$ cat src/rtl/uart_tx_param.sv
// -----------------------------------------------------------------------------
// uart_tx_param
//
// Parametrised UART transmitter. Serialises DATA_BITS-wide words LSB first,
// framed by one start bit, an optional parity bit and one or two stop bits.
// The bit period is generated internally from CLK_HZ / BAUD_RATE, so no
// external baud tick is needed.
//
// Optional feature macro: UART_TX_FIFO_EN
//   defined   : a FIFO_DEPTH-entry word FIFO sits ahead of the shifter, ready
//               reflects FIFO space and queued words go out back-to-back.
//   undefined : no storage; ready is high only while the transmitter is idle
//               and FIFO_DEPTH has no functional effect.
//
// Parameters:
//   CLK_HZ      system clock frequency in Hz
//   BAUD_RATE   line rate; bit period BIT_CYC = CLK_HZ / BAUD_RATE (>= 2)
//   DATA_BITS   payload width, 5..9
//   PARITY      0 = none, 1 = odd, 2 = even
//   STOP_BITS   1 or 2
//   FIFO_DEPTH  power of two >= 2 (FIFO build only)
//
// Ports:
//   clock       single clock, rising edge
//   reset_n     asynchronous active-low reset; aborts any frame at once
//   send        producer offers data this cycle
//   data        word to transmit
//   ready       a word is accepted on any edge where send && ready
//   tx          serial line, idle high, registered
//   busy        a frame is in progress
//   frame_done  one-cycle pulse after the last stop-bit period ends
// -----------------------------------------------------------------------------
module uart_tx_param #(
  parameter int unsigned CLK_HZ     = 25_000_000,
  parameter int unsigned BAUD_RATE  = 9600,
  parameter int unsigned DATA_BITS  = 8,
  parameter int unsigned PARITY     = 0,
  parameter int unsigned STOP_BITS  = 1,
  parameter int unsigned FIFO_DEPTH = 4
) (
  input  logic                 clock,
  input  logic                 reset_n,
  input  logic                 send,
  input  logic [DATA_BITS-1:0] data,
  output logic                 ready,
  output logic                 tx,
  output logic                 busy,
  output logic                 frame_done
);

  localparam int unsigned BIT_CYC = CLK_HZ / BAUD_RATE;
  localparam int unsigned CNT_W   = (BIT_CYC > 1) ? $clog2(BIT_CYC) : 1;
  localparam int unsigned IDX_W   = $clog2(DATA_BITS + 1);

  localparam logic [CNT_W-1:0] BIT_LAST  = CNT_W'(BIT_CYC - 1);
  localparam logic [IDX_W-1:0] DATA_LAST = IDX_W'(DATA_BITS - 1);
  localparam logic [IDX_W-1:0] STOP_LAST = IDX_W'(STOP_BITS - 1);
  localparam bit               PAR_EN    = (PARITY != 0);
  localparam bit               PAR_ODD   = (PARITY == 1);

  // ---------------------------------------------------------------------------
  // Elaboration-time parameter checks. FIFO_DEPTH is validated in both builds
  // so a parameter set stays legal when the FIFO is switched on later.
  // ---------------------------------------------------------------------------
  if (BIT_CYC < 2) begin : g_bad_baud
    $error("uart_tx_param: CLK_HZ / BAUD_RATE must be at least 2");
  end
  if (DATA_BITS < 5 || DATA_BITS > 9) begin : g_bad_data_bits
    $error("uart_tx_param: DATA_BITS must be 5..9");
  end
  if (PARITY > 2) begin : g_bad_parity
    $error("uart_tx_param: PARITY must be 0, 1 or 2");
  end
  if (STOP_BITS < 1 || STOP_BITS > 2) begin : g_bad_stop_bits
    $error("uart_tx_param: STOP_BITS must be 1 or 2");
  end
  if (FIFO_DEPTH < 2 || (FIFO_DEPTH & (FIFO_DEPTH - 1)) != 0) begin : g_bad_depth
    $error("uart_tx_param: FIFO_DEPTH must be a power of two >= 2");
  end

  typedef enum logic [2:0] {
    S_IDLE,
    S_START,
    S_DATA,
    S_PARITY,
    S_STOP
  } state_e;

  // FSM state and registered outputs
  state_e               state_q,   state_d;
  logic [CNT_W-1:0]     bit_cnt_q, bit_cnt_d;  // cycle within the current bit period
  logic [IDX_W-1:0]     idx_q,     idx_d;      // data-bit or stop-bit index
  logic [DATA_BITS-1:0] shift_q,   shift_d;
  logic                 par_q,     par_d;      // parity bit latched at frame start
  logic                 tx_q,      tx_d;
  logic                 busy_q;
  logic                 frame_done_q, frame_done_d;

  // Word source, provided either by the FIFO or straight from the port
  logic                 start_avail;  // a word can start a frame this edge
  logic [DATA_BITS-1:0] start_word;
  logic                 load;         // the FSM takes start_word this edge

  logic                 bit_end;

  assign bit_end = (bit_cnt_q == BIT_LAST);

  // ---------------------------------------------------------------------------
  // Next-state logic
  // ---------------------------------------------------------------------------
  always_comb begin
    // NOTE: every variable written here gets a default first, so no path
    // through the case statement can leave one unassigned and infer a latch.
    state_d      = state_q;
    bit_cnt_d    = bit_cnt_q;
    idx_d        = idx_q;
    shift_d      = shift_q;
    par_d        = par_q;
    frame_done_d = 1'b0;
    load         = 1'b0;

    // The bit-period counter free-runs in every non-idle state and wraps at
    // each bit boundary; in IDLE it rests at zero.
    if (state_q != S_IDLE) begin
      bit_cnt_d = bit_end ? '0 : bit_cnt_q + 1'b1;
    end

    case (state_q)
      S_IDLE: begin
        if (start_avail) begin
          load = 1'b1;
        end
      end

      S_START: begin
        if (bit_end) begin
          state_d = S_DATA;
          idx_d   = '0;
        end
      end

      S_DATA: begin
        if (bit_end) begin
          shift_d = shift_q >> 1;
          if (idx_q == DATA_LAST) begin
            idx_d   = '0;
            state_d = PAR_EN ? S_PARITY : S_STOP;
          end else begin
            idx_d = idx_q + 1'b1;
          end
        end
      end

      S_PARITY: begin
        if (bit_end) begin
          state_d = S_STOP;
          idx_d   = '0;
        end
      end

      S_STOP: begin
        if (bit_end) begin
          if (idx_q == STOP_LAST) begin
            frame_done_d = 1'b1;
            idx_d        = '0;
            // A queued word chains straight into the next start bit.
            if (start_avail) begin
              load = 1'b1;
            end else begin
              state_d = S_IDLE;
            end
          end else begin
            idx_d = idx_q + 1'b1;
          end
        end
      end

      default: state_d = S_IDLE;
    endcase

    // Frame start: capture the payload and its parity so later changes on the
    // source cannot disturb the frame in flight.
    if (load) begin
      state_d   = S_START;
      bit_cnt_d = '0;
      shift_d   = start_word;
      par_d     = (^start_word) ^ PAR_ODD;
    end

    // tx is derived from the next state so the line level changes on the same
    // edge as the state it belongs to.
    case (state_d)
      S_START:  tx_d = 1'b0;
      S_DATA:   tx_d = shift_d[0];
      S_PARITY: tx_d = par_d;
      default:  tx_d = 1'b1;
    endcase
  end

  // ---------------------------------------------------------------------------
  // FSM registers
  // ---------------------------------------------------------------------------
  // NOTE: sequential state uses non-blocking assignments so every register
  // samples the pre-edge values regardless of statement order.
  always_ff @(posedge clock or negedge reset_n) begin
    if (!reset_n) begin
      state_q      <= S_IDLE;
      bit_cnt_q    <= '0;
      idx_q        <= '0;
      shift_q      <= '0;
      par_q        <= 1'b0;
      tx_q         <= 1'b1;
      busy_q       <= 1'b0;
      frame_done_q <= 1'b0;
    end else begin
      state_q      <= state_d;
      bit_cnt_q    <= bit_cnt_d;
      idx_q        <= idx_d;
      shift_q      <= shift_d;
      par_q        <= par_d;
      tx_q         <= tx_d;
      busy_q       <= (state_d != S_IDLE);
      frame_done_q <= frame_done_d;
    end
  end

  assign tx         = tx_q;
  assign busy       = busy_q;
  assign frame_done = frame_done_q;

`ifdef UART_TX_FIFO_EN
  // ---------------------------------------------------------------------------
  // Transmit FIFO. ready comes from the registered count only, so it never
  // depends combinationally on send.
  // ---------------------------------------------------------------------------
  localparam int unsigned PTR_W  = (FIFO_DEPTH > 1) ? $clog2(FIFO_DEPTH) : 1;
  localparam int unsigned FCNT_W = $clog2(FIFO_DEPTH + 1);
  localparam logic [FCNT_W-1:0] FIFO_FULL = FCNT_W'(FIFO_DEPTH);

  logic [DATA_BITS-1:0] fifo_mem [FIFO_DEPTH];
  logic [PTR_W-1:0]     wr_ptr_q;
  logic [PTR_W-1:0]     rd_ptr_q;
  logic [FCNT_W-1:0]    fifo_cnt_q;
  logic                 push;

  assign ready       = (fifo_cnt_q != FIFO_FULL);
  assign push        = send && ready;
  assign start_avail = (fifo_cnt_q != '0);
  assign start_word  = fifo_mem[rd_ptr_q];

  // NOTE: the storage array has no reset; an entry is only read after it has
  // been written, and leaving it unreset lets it map onto plain RAM/flops.
  always_ff @(posedge clock) begin
    if (push) begin
      fifo_mem[wr_ptr_q] <= data;
    end
  end

  // Pointers are exactly log2(depth) wide, so they wrap modulo FIFO_DEPTH.
  always_ff @(posedge clock or negedge reset_n) begin
    if (!reset_n) begin
      wr_ptr_q   <= '0;
      rd_ptr_q   <= '0;
      fifo_cnt_q <= '0;
    end else begin
      if (push) begin
        wr_ptr_q <= wr_ptr_q + 1'b1;
      end
      if (load) begin
        rd_ptr_q <= rd_ptr_q + 1'b1;
      end
      case ({push, load})
        2'b10:   fifo_cnt_q <= fifo_cnt_q + 1'b1;
        2'b01:   fifo_cnt_q <= fifo_cnt_q - 1'b1;
        default: fifo_cnt_q <= fifo_cnt_q;  // idle, or push and pop together
      endcase
    end
  end
`else
  // ---------------------------------------------------------------------------
  // Direct path: a word is taken straight from the port, and only while the
  // transmitter is idle. ready_q mirrors (state == IDLE) as a register.
  // ---------------------------------------------------------------------------
  logic ready_q;

  assign ready       = ready_q;
  assign start_avail = send && ready_q;
  assign start_word  = data;

  always_ff @(posedge clock or negedge reset_n) begin
    if (!reset_n) begin
      ready_q <= 1'b1;
    end else begin
      ready_q <= (state_d == S_IDLE);
    end
  end
`endif

endmodule

$ cat config.mk
export PLATFORM = sky130hd
export DESIGN_NAME = uart_tx_param
export DESIGN_NICKNAME = d
export VERILOG_FILES = /design/src/rtl/uart_tx_param.sv
export SDC_FILE = /design/constraint.sdc
export NUM_CORES = 1
export LEC_CHECK = 0
export CAP_MARGIN = 20
export CORE_ASPECT_RATIO = 2
export CORE_MARGIN = 5
export CORE_UTILIZATION = 50
export CTS_BUF_LIST = sky130_fd_sc_hd__clkbuf_8
export DETAILED_ROUTE_END_ITERATION = 8
export PLACE_DENSITY = 0.77
export REMOVE_ABC_BUFFERS = 1
export SETUP_SLACK_MARGIN = 0.3
export SYNTH_ARGS = -nofsm -noshare
export SYNTH_HDL_FRONTEND = slang
export SYNTH_SLANG_ARGS = --single-unit
$ cat constraint.sdc
create_clock -name clock -period 2.31 [get_ports clock]
set_input_delay 0.5775 -clock clock [delete_from_list [all_inputs] [get_ports clock]]
set_output_delay 0.5775 -clock clock [all_outputs]
set_load 0.05 [all_outputs]
==> reports/metrics.csv <==
metric,value,unit
p_seq_frac,0.486,
gr-total-overflow,0,
synth-seq-cells,32,
grt_pass1_vias,1461,
holdWs,0.479,ns
clkLatencyLatePin,0.28,ns
worstPathRequired,2.47,ns
skew,0.00757,ns
antenna_found_initial,0,
drt_iter0_drc,28,
drtAntennaViolNets,0,
n_antenna_cell,0,
avgSynthCellArea,9.98,sq um
cts_buffer_depth,2,
netlist_area,1830,sq um
drc,0,
cts_sinks,32,
cp.arrival,2.13,ns
setup_viol,0,
hold_depth,1,
synth_edf_count,0,
io_buffers,14,
rsz0062_at_grt,true,
max-slew-margin-rel,0.662,
tightestPinTransition,0.506,ns
layout_min_cycle_time,1.97,ns
synth_area_leader_cell,dfrtp_1,
drt-pass1-iter-count,4,
cp_max_fo,6,
powerDensity,755,nW/um^2
die_w,52.7,um
num-nets-final,221,
final_hold_viol_count,0,
total_power,1680,uW
pin_count,15,
status,"finished, final reports clean",
maxCapViolations,0,
reg2reg_depth,5,
cts_root_buffer,clkbuf_8,
final_max_slew_viol_count,0,
cts_tree,yes,
combPwrFrac,0.237,
startpoint_type,primary input,
synthCells,183,
synth_top_area_share,0.411,
p_clk_frac,0.277,
post_drt_wl_per_cell,15.7,um
vias,1488,
yosysSeqAreaShare,0.440,
area_delta_synth_final,21.7,%
place.gp.congestion,0.811,
start_util,0.512,
synth_ff_type,dfrtp_1,
die_area,5030,sq um
grt_max_degree,33,
holdBufCountCts,0,
routed_via_density,5.79,
worstHoldPathType,flop to flop,
grt_pass1_wl,6.44,mm
coreArea,3570,sq um
max_clock_freq,508,MHz
ys_warn_count,0,
async_flop_share,1.00,
end_kind,flop,
path_clk_slew,0.07,ns
drive_gt1_frac,0.202,
die_h,95.5,um
finalWorstSetupSlack,0.341,ns
p_leak,0.000950,uW
cts_buffers,5,
grt_util_all_layers,0.173,
fin_util,0.623,
switching_share,0.309,
synthTopCellsByArea,"dfrtp_1 41%, xnor2_1 5.8%, a22o_1 4.3%",
p_switching,518,uW
routed_wl,4.03,mm
synth.distinct_cells,50,
pre_cts_slack,0.0574,ns
path_class,primary input to flop,
tns,0,ns
htreeDepth,2,
dpl.hpwl,2.89,mm
core.rowCount,31,
p_int,1160,uW
ir_worst_vdd,735,uV
period_share,0.852,
-- power groups by stage --
stage	registers [uW]	clock network (uW)	logic [uW]
6_report	815	464	397
5_1_grt	832	501	445
4_1_cts	807	476	369
3_5_place_dp	812	0	361
3_3_place_gp	804	0	351
2_1_floorplan	795	0	256
-- layout make-up --
class / instances / area, sq um
Clock buffer: 7 / 96.3
Clock inverter: 1 / 3.75
Fill cell: 326 / 1350
Inverter: 7 / 26.3
Multi-Input combinational cell: 138 / 1010
Sequential cell: 32 / 806
Tap cell: 49 / 61.3
Timing Repair Buffer: 23 / 214
-- what timing repair did --
item	4_1_cts	5_1_grt
buffers inserted	0	2
gates resized for setup	3	13
pin swaps	0	1
setup endpoints to repair	5	17
cloned	0	0
-- path summary, 6_finish.rpt --
kind	startpoint	end	slack, ns
setup / recovery	send	bit_cnt_q[11]	0.34
max in group asynchronous	reset_n	tx	1.30
min in group asynchronous	reset_n	shift_q[7]	0.69
hold reg to reg	shift_q[1]	shift_q[1]	0.48
hold / removal	shift_q[1]	shift_q[1]	0.48
setup reg to reg	bit_cnt_q[8]	tx	0.37
-- cell families after synthesis --
kind of cell             share of synthesized area
adder cells (fa/ha/maj)                     0.0206
multiplexers                                0.0110
buffers and inverters                       0.0336
XOR/XNOR                                    0.0768
AO/OA/AOI/OAI                                0.162
AND/OR/NAND/NOR                              0.256
flip-flops                                   0.440
-- critical path, cell delays in order --
cell and delay [ns]:
clkdlybuf4s50_1 0.53, a2111o_1 0.27, nand3_1 0.19, nor4_2 0.35, xnor2_1 0.16, nor2_1 0.05
-- flip-flops by register name, summed over array words and instances (netlist names) --
| signal | cells |
|---|---|
| tx | 1 |
| bit_cnt_q | 12 |
| busy | 1 |
| frame_done | 1 |
| shift_q | 8 |
| idx_q | 4 |
| state_q | 3 |
| ready | 1 |
| par_q | 1 |
-- layer usage --
layer	up-vias	part of all wire	GRT usage
met4	0	0.025	0.0896
met1	735	0.38	0.175
met2	36	0.56	0.315
met3	9	0.043	0.0407
met5	-	0	0
li1	708	-	-
-- stage by stage --
stage	cells	instance area, sq um
floorplan	177	1790
global placement	247	2040
detailed placement	247	2040
CTS	255	2150
global route	257	2220
finish	257	2220
-- synth_stat cells (all sizes together) (3+ instances only) --
cell type and instances:
nor3 5, a21o 6, dfrtp 30, nand4 4, inv 7, nand3 11, xor2 4, a21oi 4
o21ai 8, a22o 9, xnor2 12, nor2b 4, nor4 4, nand3b 3, ha 3, buf 6
nor2 17, nand2 13
-- cells in the final DEF (no fill, tap or decap), types with 2 or more instances in the layout --
cell,instances
buf_4,8
nand4_1,4
nor3_2,3
dlygate4sd2_1,2
nand2b_1,2
dfstp_2,2
nand2_1,13
nor4_4,2
a21o_1,6
o21ai_1,3
a31oi_1,2
xnor2_1,12
or3b_2,2
or2b_2,2
o21ai_0,4
clkbuf_8,7
clkdlybuf4s50_1,10
mux2i_1,2
a22o_1,9
a21oi_1,4
nand3_1,11
nand3b_1,3
dfrtp_2,2
dfrtp_1,28
xor2_1,4
ha_1,3
dlymetal6s2s_1,2
nor3_1,2
and3_1,2
nor2_1,16
nor2b_1,3
inv_1,8
(Power assumes the default switching activity.)
